$ cat config.mk
export PLATFORM = sky130hd
export DESIGN_NAME = mem_access_stage
export DESIGN_NICKNAME = d
export VERILOG_FILES = /design/src/rtl/pipe_pkg.sv /design/src/rtl/dmem_req_fsm.sv /design/src/rtl/mem_access_stage.sv
export SDC_FILE = /design/constraint.sdc
export NUM_CORES = 1
export LEC_CHECK = 0
export CORE_ASPECT_RATIO = 0.75
export CORE_MARGIN = 10
export CORE_UTILIZATION = 40
export DETAILED_ROUTE_END_ITERATION = 8
export PLACE_DENSITY = 0.91
export SETUP_SLACK_MARGIN = 0.2
export SYNTH_ARGS = -nofsm -noshare
export SYNTH_HDL_FRONTEND = slang
export SYNTH_HIERARCHICAL = 1
export SYNTH_SLANG_ARGS = --single-unit
$ cat constraint.sdc
create_clock -name clk -period 2.27 [get_ports clk]
set_input_delay 0.227 -clock clk [delete_from_list [all_inputs] [get_ports clk]]
set_output_delay 0.227 -clock clk [all_outputs]
set_load 0.005 [all_outputs]
$ cat src/rtl/pipe_pkg.sv
`default_nettype none
// ============================================================================
// Module      : pipe_pkg
// Description : Shared definitions for the 16-bit pipeline memory stage:
//               opcode class constants, mem-op class and request FSM states.
// Revision    : 1.0 - initial release
// ============================================================================
package pipe_pkg;

  localparam int DATA_W_DEF = 16;
  localparam int RD_W_DEF   = 3;

  // Patterns of opcode[5:2]
  localparam logic [3:0] OPC_LW = 4'b0100;
  localparam logic [3:0] OPC_SW = 4'b0101;
  localparam logic [3:0] OPC_LM = 4'b0110;
  localparam logic [3:0] OPC_SM = 4'b0111;

  typedef enum logic [1:0] {
    CLS_PASS  = 2'd0,
    CLS_LOAD  = 2'd1,
    CLS_STORE = 2'd2
  } mem_class_e;

  typedef enum logic [1:0] {
    ST_IDLE = 2'd0,
    ST_REQ  = 2'd1,
    ST_RESP = 2'd2
  } mem_state_e;

  function automatic mem_class_e decode_class(input logic [3:0] op);
    case (op)
      OPC_LW, OPC_LM: decode_class = CLS_LOAD;
      OPC_SW, OPC_SM: decode_class = CLS_STORE;
      default:        decode_class = CLS_PASS;
    endcase
  endfunction

endpackage
`default_nettype wire

$ cat src/rtl/dmem_req_fsm.sv
`default_nettype none
// ============================================================================
// Module      : dmem_req_fsm
// Description : Data-memory request sequencer. Tracks the req/gnt/rvalid
//               handshake for the instruction held in the M register and
//               produces completion, accept and back-pressure to execute.
// Revision    : 1.0 - initial release
// ============================================================================
module dmem_req_fsm
  import pipe_pkg::*;
(
  input  logic       clk,
  input  logic       rst,
  input  logic       ex_valid,
  input  mem_class_e ex_class,
  input  logic       m_valid,
  input  mem_class_e m_class,
  input  logic       dmem_gnt,
  input  logic       dmem_rvalid,
  output logic       dmem_req,
  output logic       complete,
  output logic       ex_ready,
  output logic       accept
);

  mem_state_e r_state;
  mem_state_e w_state_nxt;

  always_ff @(posedge clk) begin
    if (rst) begin
      r_state <= ST_IDLE;
    end else begin
      r_state <= w_state_nxt;
    end
  end

  always_comb begin
    w_state_nxt = r_state;
    complete    = 1'b0;
    dmem_req    = 1'b0;
    ex_ready    = 1'b0;
    accept      = 1'b0;

    case (r_state)
      ST_IDLE: begin
        // In IDLE a valid M entry can only be a pass-through op
        complete = m_valid;
      end
      ST_REQ: begin
        dmem_req = 1'b1;
        if (dmem_gnt) begin
          if (m_class == CLS_LOAD) begin
            w_state_nxt = ST_RESP;
          end else begin
            complete = 1'b1;
          end
        end
      end
      ST_RESP: begin
        if (dmem_rvalid) begin
          complete = 1'b1;
        end
      end
      default: begin
        w_state_nxt = ST_IDLE;
      end
    endcase

    ex_ready = !m_valid || complete;
    accept   = ex_valid && ex_ready;

    // When M drains (or is empty) the next state follows the incoming op
    if (ex_ready) begin
      w_state_nxt = (accept && (ex_class != CLS_PASS)) ? ST_REQ : ST_IDLE;
    end
  end

endmodule
`default_nettype wire

$ cat src/rtl/mem_access_stage.sv
`default_nettype none
// ============================================================================
// Module      : mem_access_stage
// Description : Pipeline memory stage. Holds the EX/MEM register, performs
//               loads/stores over a req/gnt/rvalid data-memory port and
//               delivers a registered single-cycle result to write-back.
//               Option macro: MEM_LOAD_ZFLAG_EN (LW sets Z from load data).
// Revision    : 1.0 - initial release
// ============================================================================
module mem_access_stage
  import pipe_pkg::*;
#(
  parameter int DATA_W = DATA_W_DEF,
  parameter int RD_W   = RD_W_DEF
) (
  input  logic              clk,
  input  logic              rst,
  input  logic              ex_valid,
  output logic              ex_ready,
  input  logic [5:0]        opcode_ex,
  input  logic [DATA_W-1:0] alu_out,
  input  logic [DATA_W-1:0] Data_2_ex_updated,
  input  logic              reg_write_ex_updated,
  input  logic [RD_W-1:0]   rd_ex,
  input  logic              cout_n,
  input  logic              zout_n,
  output logic              mem_stall,
  output logic [DATA_W-1:0] Data_from_mem,
  output logic              mem_fwd_valid,
  output logic              dmem_req,
  output logic              dmem_we,
  output logic [DATA_W-1:0] dmem_addr,
  output logic [DATA_W-1:0] dmem_wdata,
  input  logic              dmem_gnt,
  input  logic              dmem_rvalid,
  input  logic [DATA_W-1:0] dmem_rdata,
  output logic              wb_valid,
  output logic [DATA_W-1:0] wb_data,
  output logic [RD_W-1:0]   wb_rd,
  output logic              wb_reg_write,
  output logic              wb_cflag,
  output logic              wb_zflag
);

  mem_class_e        w_ex_class;
  logic              w_accept;
  logic              w_complete;
  logic              w_ex_ready;
  logic              w_dmem_req;
  logic [DATA_W-1:0] w_wb_data;
  logic              w_wb_zflag;
  logic              w_unused_opc;

  logic              r_m_valid;
  mem_class_e        r_m_class;
  logic [DATA_W-1:0] r_m_addr;
  logic [DATA_W-1:0] r_m_wdata;
  logic [RD_W-1:0]   r_m_rd;
  logic              r_m_reg_write;
  logic              r_m_cout;
  logic              r_m_zout;

  logic              r_wb_valid;
  logic [DATA_W-1:0] r_wb_data;
  logic [RD_W-1:0]   r_wb_rd;
  logic              r_wb_reg_write;
  logic              r_wb_cflag;
  logic              r_wb_zflag;

  assign w_ex_class   = decode_class(opcode_ex[5:2]);
  assign w_unused_opc = ^opcode_ex[1:0];

  dmem_req_fsm u_fsm (
    .clk         (clk),
    .rst         (rst),
    .ex_valid    (ex_valid),
    .ex_class    (w_ex_class),
    .m_valid     (r_m_valid),
    .m_class     (r_m_class),
    .dmem_gnt    (dmem_gnt),
    .dmem_rvalid (dmem_rvalid),
    .dmem_req    (w_dmem_req),
    .complete    (w_complete),
    .ex_ready    (w_ex_ready),
    .accept      (w_accept)
  );

  // EX/MEM register
  always_ff @(posedge clk) begin
    if (rst) begin
      r_m_valid     <= 1'b0;
      r_m_class     <= CLS_PASS;
      r_m_addr      <= '0;
      r_m_wdata     <= '0;
      r_m_rd        <= '0;
      r_m_reg_write <= 1'b0;
      r_m_cout      <= 1'b0;
      r_m_zout      <= 1'b0;
    end else if (w_accept) begin
      r_m_valid     <= 1'b1;
      r_m_class     <= w_ex_class;
      r_m_addr      <= alu_out;
      r_m_wdata     <= Data_2_ex_updated;
      r_m_rd        <= rd_ex;
      r_m_reg_write <= reg_write_ex_updated;
      r_m_cout      <= cout_n;
      r_m_zout      <= zout_n;
    end else if (w_complete) begin
      r_m_valid     <= 1'b0;
    end
  end

`ifdef MEM_LOAD_ZFLAG_EN
  logic r_m_is_lw;

  always_ff @(posedge clk) begin
    if (rst) begin
      r_m_is_lw <= 1'b0;
    end else if (w_accept) begin
      r_m_is_lw <= (opcode_ex[5:2] == OPC_LW);
    end
  end

  // Loads only complete on rvalid, so rdata is valid whenever this is used
  assign w_wb_zflag = r_m_is_lw ? (dmem_rdata == '0) : r_m_zout;
`else
  assign w_wb_zflag = r_m_zout;
`endif

  assign w_wb_data = (r_m_class == CLS_LOAD) ? dmem_rdata : r_m_addr;

  // Write-back register: one pulse per completed instruction
  always_ff @(posedge clk) begin
    if (rst) begin
      r_wb_valid     <= 1'b0;
      r_wb_data      <= '0;
      r_wb_rd        <= '0;
      r_wb_reg_write <= 1'b0;
      r_wb_cflag     <= 1'b0;
      r_wb_zflag     <= 1'b0;
    end else begin
      r_wb_valid <= w_complete;
      if (w_complete) begin
        r_wb_data      <= w_wb_data;
        r_wb_rd        <= r_m_rd;
        r_wb_reg_write <= r_m_reg_write && (r_m_class != CLS_STORE);
        r_wb_cflag     <= r_m_cout;
        r_wb_zflag     <= w_wb_zflag;
      end
    end
  end

  assign ex_ready      = w_ex_ready;
  assign mem_stall     = ~w_ex_ready;
  assign Data_from_mem = r_m_addr;
  assign mem_fwd_valid = r_m_valid && (r_m_class != CLS_LOAD);

  assign dmem_req      = w_dmem_req;
  assign dmem_we       = (r_m_class == CLS_STORE);
  assign dmem_addr     = r_m_addr;
  assign dmem_wdata    = r_m_wdata;

  assign wb_valid      = r_wb_valid;
  assign wb_data       = r_wb_data;
  assign wb_rd         = r_wb_rd;
  assign wb_reg_write  = r_wb_reg_write;
  assign wb_cflag      = r_wb_cflag;
  assign wb_zflag      = r_wb_zflag;

endmodule
`default_nettype wire

# After elaboration in Yosys (flattened, before gate mapping)
# Cells that the tools add are included.
# W data, S select, Z words.
[word_totals]
input_bits = 65
reg_bits = 66
out_inout_bits = 76
[classes]
bitwise_logic = 1
reduce_logical = 13
n_eq_ne = 13
muxes = 14
[op_table]
columns = ["operator", "count"]
rows = [
  ["$eq A4 B3 Y1 const B", 4],
  ["$mux W16", 1],
  ["$pmux W2 S2", 2],
  ["$mux W1", 7],
  ["$mux W2", 3],
  ["$ne A3 B3 Y1 const B", 2],
  ["$reduce_or A2 Y1", 3],
  ["$eq A2 B1 Y1 const B", 2],
  ["$eq A2 B2 Y1 const B", 2],
  ["$logic_and A1 B1 Y1", 4],
  ["$ne A2 B1 Y1 const B", 2],
  ["$reduce_bool A2 Y1", 2],
  ["$pmux W1 S3", 1],
  ["$reduce_and A3 Y1", 1],
  ["$logic_not A2 Y1", 1],
  ["$ne A2 B2 Y1 const B", 1],
  ["$logic_not A1 Y1", 1],
  ["$logic_or A1 B1 Y1", 1],
  ["$not A1 Y1", 1],
]

# Longest topological paths before layout
# Gate-level depths: netlist (run 1).
[logic_depth]
depth_word = 9
ltp_mapped = 8
depth_no_buf = 6

# Hierarchy
# The synthesis (run 1) kept the hierarchy.
[modules_own_cells]
columns = ["mod", "cells_each", "n_inst", "area_per_inst_um2"]
rows = [
  ["mem_access_stage", 268, 1, 2592.5],
  ["dmem_req_fsm", 18, 1, 168.9],
]

# Worst setup path before layout (run 1)
# Ideal clock, no wire load.
[synth_path]
path_kind = "reg-to-reg"
from = "register u_fsm.r_state[0]"
to = "register r_m_addr[1] (netlist: Data_from_mem[1])"
path_stages_with_launch = 9
arrival_time_ns = 1.501
setup_time_ns = 0.131
n_path_buf = 2
path_slack_ns = 0.638
period_less_slack_ns = 1.632
required_ns = 2.139
cell_sequence = "dfxtp_1 nor2b_4 nand3_2 o211ai_2 and2_2 buf_2 buf_2 mux2i_1 nor2_1"
[synth_between]
elab_chain_cells = 4
word_cells_on_any_way = 6
classes_between = "eq/ne (2); mux (1); reduce/logical (3)"
[synth_rtl]
columns = ["element", "line", "text"]
rows = [
  ["start: declaration", "dmem_req_fsm.sv:26", "mem_state_e r_state;"],
  ["start signal: assignment", "dmem_req_fsm.sv:33", "r_state <= w_state_nxt;"],
  ["$eq A2 B2 Y1, or another cell as far along", "dmem_req_fsm.sv:44", "case (r_state)"],
  ["$pmux W1 S3 (*)", "dmem_req_fsm.sv:44", ""],
  ["$logic_or A1 B1 Y1 (*)", "dmem_req_fsm.sv:69", "ex_ready = !m_valid || complete;"],
  ["via ex_ready", "mem_access_stage.sv:19", "output logic ex_ready,"],
  ["$logic_and A1 B1 Y1 (*)", "dmem_req_fsm.sv:70", "accept = ex_valid && ex_ready;"],
  ["via w_accept", "mem_access_stage.sv:46", "logic w_accept;"],
  ["end signal: assignment", "mem_access_stage.sv:102", "r_m_addr <= alu_out;"],
  ["end: declaration", "mem_access_stage.sv:56", "logic [DATA_W-1:0] r_m_addr;"],
]
# The timed path passes the listed nets; every way through them passes the cells marked *.
# A chain may end at the register's enable or synchronous reset.

# Final worst setup path (run 1)
[layout_path]
from = "register u_fsm.r_state[0]"
to = "output port ex_ready"
[layout_between]
elab_chain_cells = 3
word_cells_on_any_way = 5
classes_between = "eq/ne (2); mux (1); reduce/logical (2)"
[layout_rtl]
columns = ["element", "line"]
rows = [
  ["$eq A2 B2 Y1, or another cell as far along", "dmem_req_fsm.sv:44"],
  ["$pmux W1 S3 (*)", "dmem_req_fsm.sv:44"],
  ["$logic_or A1 B1 Y1 (*)", "dmem_req_fsm.sv:69"],
  ["end: declaration", "mem_access_stage.sv:19"],
]
# Every way passes the cells marked *; elsewhere a longest branch is shown, timed or not.

==> impl_metrics.toml, run 1 <==
[clock_tree]
clockRootBuffer = "clkbuf_8"
numClockSinks = 66
post-cts-setup-buffers = 0
clkLatencyLatePin_ps = 340
holdBufCountCts = 0
clk_pin_slew_ps = 80
clockBufferDepth = 2
cts.repair.resized = 1
cts_buffers = 9
cts_tree = "done"
cts_max_level = 3

[worst_hold_path]
min_delay_path_depth = 2
hp-start = "rst"
worstHoldPathType = "input port to flop"
hold_end = "r_m_valid"

[yosys]
syn_area_sq_um = 2760
syn_inst = 286
yosysWarnings = 6
syn-num-nets = 351
synth_seq_cells = 66
synth_ff_type = "dfxtp_1"
synth_edf_count = 0
async_reset_ff_share_pct = 0
synth_top_area_share_pct = 47.8
synth_cell_type_count = 29
synth_largest_area_cell = "dfxtp_1"
yosysMostFrequentCell = "dfxtp_1"
yosys-top-cells-area = "dfxtp_1, mux2i_1, nor2_1, a311oi_2, buf_4"
synth_common_cells = "dfxtp_1, nor2_1, mux2i_1"
syn_area_per_cell_sq_um = 9.66
ys_seq_area_share_pct = 47.8

[global_routing]
grt_max_degree = 44
antenna_found_initial = 0
grt_pass1_vias = 2528
gr-total-overflow = 0
grt_pass1_wl_mm = 12.9
grt.total_usage_pct = 15.3

[sta]
rsz0062_at_grt = "false"
worst_slew_pin_slew_ps = 610
min_period_ps = 1980
relSlewSlack_pct = 59.3
fmax_ghz = 0.504
slew_violations = 0
setup_viol = 0
hold_viol_final = 0
fin_crit_sh_pct = 87.4
final.setup.tns_ps = 0
finalWorstSetupSlack_ps = 285
fin_skew_ps = 8.43

[detailed_routing]
routedWlPerCell_microns = 17.1
drt_iter0_drc = 74
drc_errors = 0
vias = 2437
antenna_left = 0
viasPerCell = 4.94
wl_mm = 8.43
first_pass_iters = 4

[flow_run]
cap_violations = 0

[placed_design]
dp_hpwl_mm = 6.46
gp_congestion = 0.769
portBuffers = 137
place_ws_ps = 195

[outcome]
outcome = "completed"

[setup_path]
max_stage_delay_ps = 550
ff2ff_path_depth = 7
end_kind = "primary output"
cp.required_ps = 2040
path_buf_inv = 1
crit_chain = "nor2b_4 -> nand3_2 -> o211ai_2 -> clkdlybuf4s50_1"
r2r-end = "dmem_wdata[4]"
arrival_ps = 1760
r2r_slack_ps = 480
crit_slowest_cell = "clkdlybuf4s50_1"
cp_top_family = "buffers and inverters"
r2r-start = "u_fsm/r_state[0]"
cp_max_fo = 4
crit_type = "flop to primary output"
cp-start-kind = "flop"

[finish]
antenna_cells_inserted = 0
syn2layout_area_growth_pct = 55.4
drive_gt1_share_pct = 10.0
final_nets = 469
nFillCells = 570

[power_and_ir_drop]
p_leak_nw = 1.67
ir_drop_v = 0.000511
power.density_nw_per_um2 = 654

[floorplan]
die-area_sq_um = 10700
start_util_pct = 40.8
placementRows = 26
fp.dieW_microns = 116
ioPinCount = 141
core_area_sq_um = 6770
fp.dieH_microns = 92.0
## report_power, final
group          internal, W  total, W  switching [W]
combinational     0.000327  0.000526       0.000199
sequential         0.00123   0.00128      0.0000495
clock             0.000537  0.000998       0.000462
## stage by stage
| stage | util [%] | hold WS (ps) | total power (W) | instance area, sq um | cells |
|---|---|---|---|---|---|
| after floorplan | - | 362 | 0.00153 | 2760 | 286 |
| after global placement | 60.4 | 472 | 0.00182 | 4090 | 477 |
| after detailed placement | 60.4 | 478 | 0.00184 | 4090 | 477 |
| after CTS | 63.4 | 307 | 0.00284 | 4290 | 493 |
| after global routing | 63.4 | 326 | 0.00293 | 4290 | 493 |
| final | 63.4 | 324 | 0.00281 | 4290 | 493 |
## cell usage in the layout (no fill, tap or decap), drive strengths merged, types with 7 or more instances in the layout
cell type and count:
mux2i 46, nor2 65, buf 7, clkbuf 10, a311oi 16, dfxtp 66
clkdlybuf4s50 136, nand2 33
## cell type report
type                    instances  area (sq um)  area share (%)
clock buffers                  10           138            3.21
clock inverters                 6          66.3            1.55
inverters                       2          7.51           0.175
multi-input cells             182          1220            28.3
flip-flops and latches         66          1320            30.8
well taps                      84           105            2.45
repair buffers                143          1440            33.5
## routing by layer
metal  global-route usage (%)  wire length [microns]
met4                     3.64                    103
met1                     15.3                   3200
met5                        0                      0
met3                     10.3                   1050
met2                     25.9                   4080
## sequential cells by signal, summed over array words and instances (netlist names)
register,count
wb_valid,1
u_fsm/r_state,2
wb_zflag,1
wb_reg_write,1
dmem_wdata,16
wb_rd,3
r_m_rd,3
wb_cflag,1
r_m_valid,1
r_m_cout,1
wb_data,16
r_m_class,2
r_m_reg_write,1
r_m_zout,1
Data_from_mem,16
## how the worst max path moves through the flow
stage / startpoint / end / depth (start not counted)
after floorplan: u_fsm/r_state[0] / Data_from_mem[1] / 8
after global routing: u_fsm/r_state[0] / ex_ready / 4
after detailed placement: dmem_rvalid / dmem_wdata[4] / 7
after CTS: u_fsm/r_state[0] / ex_ready / 4
after global placement: dmem_rvalid / Data_from_mem[0] / 7
final: u_fsm/r_state[0] / ex_ready / 4
## worst reg2reg max path, cell delays in order (launching register included)
cell      delay, ps
dfxtp_2         390
nor2b_4         200
nand3_2         140
o211ai_2        140
and2_2          230
buf_12          240
mux2i_1         280
nor2_1           60
## cells by family after synthesis
kind of cell    after synthesis  share of synthesized area (%)
buf+inv                      38                           8.52
simple gates                114                           18.0
flops                        66                           47.8
mux                          46                           16.7
compound gates               22                           8.97
Note: power is estimated with default switching activity, not from simulation.
==> run 2, diff against run 1 <==
CORE_ASPECT_RATIO = 1.1   (was 0.75)
==> run 2 against run 1 <==
Against the previous run: cell count decreased by 0.20%; routed wire length increased by 1.6%; utilization increased by 1.1 points; clock-buffer cell count increased by 5; largest power group unchanged; total power decreased by 3.0%; sequential share of layout area increased by 0.090 points; fmax increased by 1.5%; register-to-register slack improved by 30 ps; largest cell class unchanged; final area decreased by 0.29%; critical path depth increased by 1; sequential power about the same; clock skew decreased by 1.7 ps.
==> impl_metrics.toml, run 2 (synthesized netlist as in run 1, its figures left out) <==
[finish]
fin_util_pct = 64.5
syn2layout_area_growth_pct = 55.0
final_cells = 492
final_cell_mix = "clkdlybuf4s50_1, dfxtp_1, nor2_1, mux2i_1, nand2_1"
final_common_cell = "clkdlybuf4s50_1"
antenna_cells_inserted = 0
final_nets = 470
drive_gt1_share_pct = 9.51

[clock_tree]
clockBufferDepth = 2
holdBufCountCts = 0
cts_tree = "done"
clk_pin_slew_ps = 70
clkLatencyLatePin_ps = 330
cts_max_level = 3
clockRootBuffer = "clkbuf_8"
cts_buffers = 9
numClockSinks = 66

[sta]
fin_skew_ps = 6.70
worst_slew_pin_slew_ps = 618
rsz0062_at_grt = "false"
slew_violations = 0
fin_crit_sh_pct = 86.2
min_period_ps = 1960
fmax_ghz = 0.511
relSlewSlack_pct = 58.8
setup_viol = 0
final.setup.tns_ps = 0
hold_viol_final = 0

[setup_path]
cp.required_ps = 2040
ff2ff_path_depth = 7
max_stage_delay_ps = 470
arrival_ps = 1730
crit_chain = "nor2b_4 -> nand3_2 -> o211ai_2 -> inv_1 -> clkdlybuf4s50_1"
r2r_slack_ps = 510
r2r-start = "u_fsm/r_state[0]"
cp_top_family = "buffers and inverters"
cp_max_fo = 4
crit_slowest_cell = "clkdlybuf4s50_1"
cp-start-kind = "flop"
path_buf_inv = 2
crit_path_end = "mem_stall"
setup.worst_path.start = "u_fsm/r_state[0]"
crit_type = "flop to primary output"
r2r-end = "dmem_wdata[0]"
cp.depth = 5
end_kind = "primary output"

[detailed_routing]
first_pass_iters = 6
vias = 2408
viasPerCell = 4.89
routedWlPerCell_microns = 17.4
wl_mm = 8.57
drc_errors = 0
antenna_left = 0
drt_iter0_drc = 90

[power_and_ir_drop]
p_leak_nw = 1.67
ir_drop_v = 0.000553
power.density_nw_per_um2 = 636
p_int_w = 0.00205
clockPowerShare_pct = 33.6
switching_share_pct = 24.7
combPwrFrac_pct = 19.3
p_switching_w = 0.000673
seqPwrFrac_pct = 47.1

[floorplan]
placementRows = 31
core_area_sq_um = 6630
die-area_sq_um = 10600
fp.dieH_microns = 107
start_util_pct = 41.6
fp.dieW_microns = 99.2
ioPinCount = 141

[flow_run]
cap_violations = 0

[global_routing]
grt.total_usage_pct = 15.7
antenna_found_initial = 0
grt_max_degree = 35
grt_pass1_vias = 2581
gr-total-overflow = 0
grt_pass1_wl_mm = 13.6

[placed_design]
dp_cells = 476
gp_congestion = 0.789
dp_hpwl_mm = 6.56
portBuffers = 137

[worst_hold_path]
worstHoldPathType = "input port to flop"

[outcome]
outcome = "completed"
run 2: cell types whose count changed in the layout (fill, tap and decap cells not counted), sizes merged:
cell           change
clkinvlp           -2
buf                +1
dlymetal6s2s       +1
clkinv             -2
clkdlybuf4s50      -1
clkbuf             +5
bufinv             -1
run 2: layout make-up:
| class | count | area, sq um |
|---|---|---|
| Clock buffer | 15 | 176 |
| Fill cell | 545 | 2350 |
| Multi-Input combinational cell | 182 | 1220 |
| Timing Repair Buffer | 144 | 1450 |
| Tap cell | 82 | 103 |
| Inverter | 2 | 7.51 |
| Sequential cell | 66 | 1320 |
| Clock inverter | 1 | 7.51 |
run 2: power groups by stage:
stage / combinational (W) / clock [W] / sequential (W)
2_1_floorplan: 0.000222 / 0 / 0.00131
3_3_place_gp: 0.000517 / 0 / 0.00130
3_5_place_dp: 0.000533 / 0 / 0.00131
4_1_cts: 0.000535 / 0.000937 / 0.00128
5_1_grt: 0.000568 / 0.00101 / 0.00129
6_report: 0.000526 / 0.000913 / 0.00128
run 2: layer usage:
metal,global-route usage [%],up-vias,routed length (microns)
li1,-,1177,-
met1,16.6,1130,3270
met2,27.0,97,4370
met3,7.90,4,876
met4,4.61,0,46
met5,0,-,0
run 2: metrics by stage:
stage	total power [W]	hold WS, ps	area (sq um)	setup WS (ps)
floorplan	0.00153	362	2760	638
global placement	0.00182	468	4090	279
detailed placement	0.00184	482	4090	187
CTS	0.00276	386	4280	270
global route	0.00287	423	4280	203
finish	0.00272	393	4280	314
run 2: worst min-delay path by stage:
stage,start,end,depth (start not counted)
6_report,rst,wb_valid,2
5_1_grt,rst,r_m_valid,2
4_1_cts,rst,wb_valid,2
3_5_place_dp,wb_data[3],wb_data[3],2
3_3_place_gp,wb_data[4],wb_data[4],2
2_1_floorplan,ex_valid,u_fsm/r_state[0],1
run 2: repair_timing:
item	4_1_cts	5_1_grt
buffers inserted	0	0
setup endpoints to repair	2	2
gates resized for setup	1	1
==> run 3, diff against run 2 <==
HOLD_SLACK_MARGIN = 0.03   (was not set)
==> results of run 3 <==
No change in the layout: final DEF, timing and power equal those of run 2.
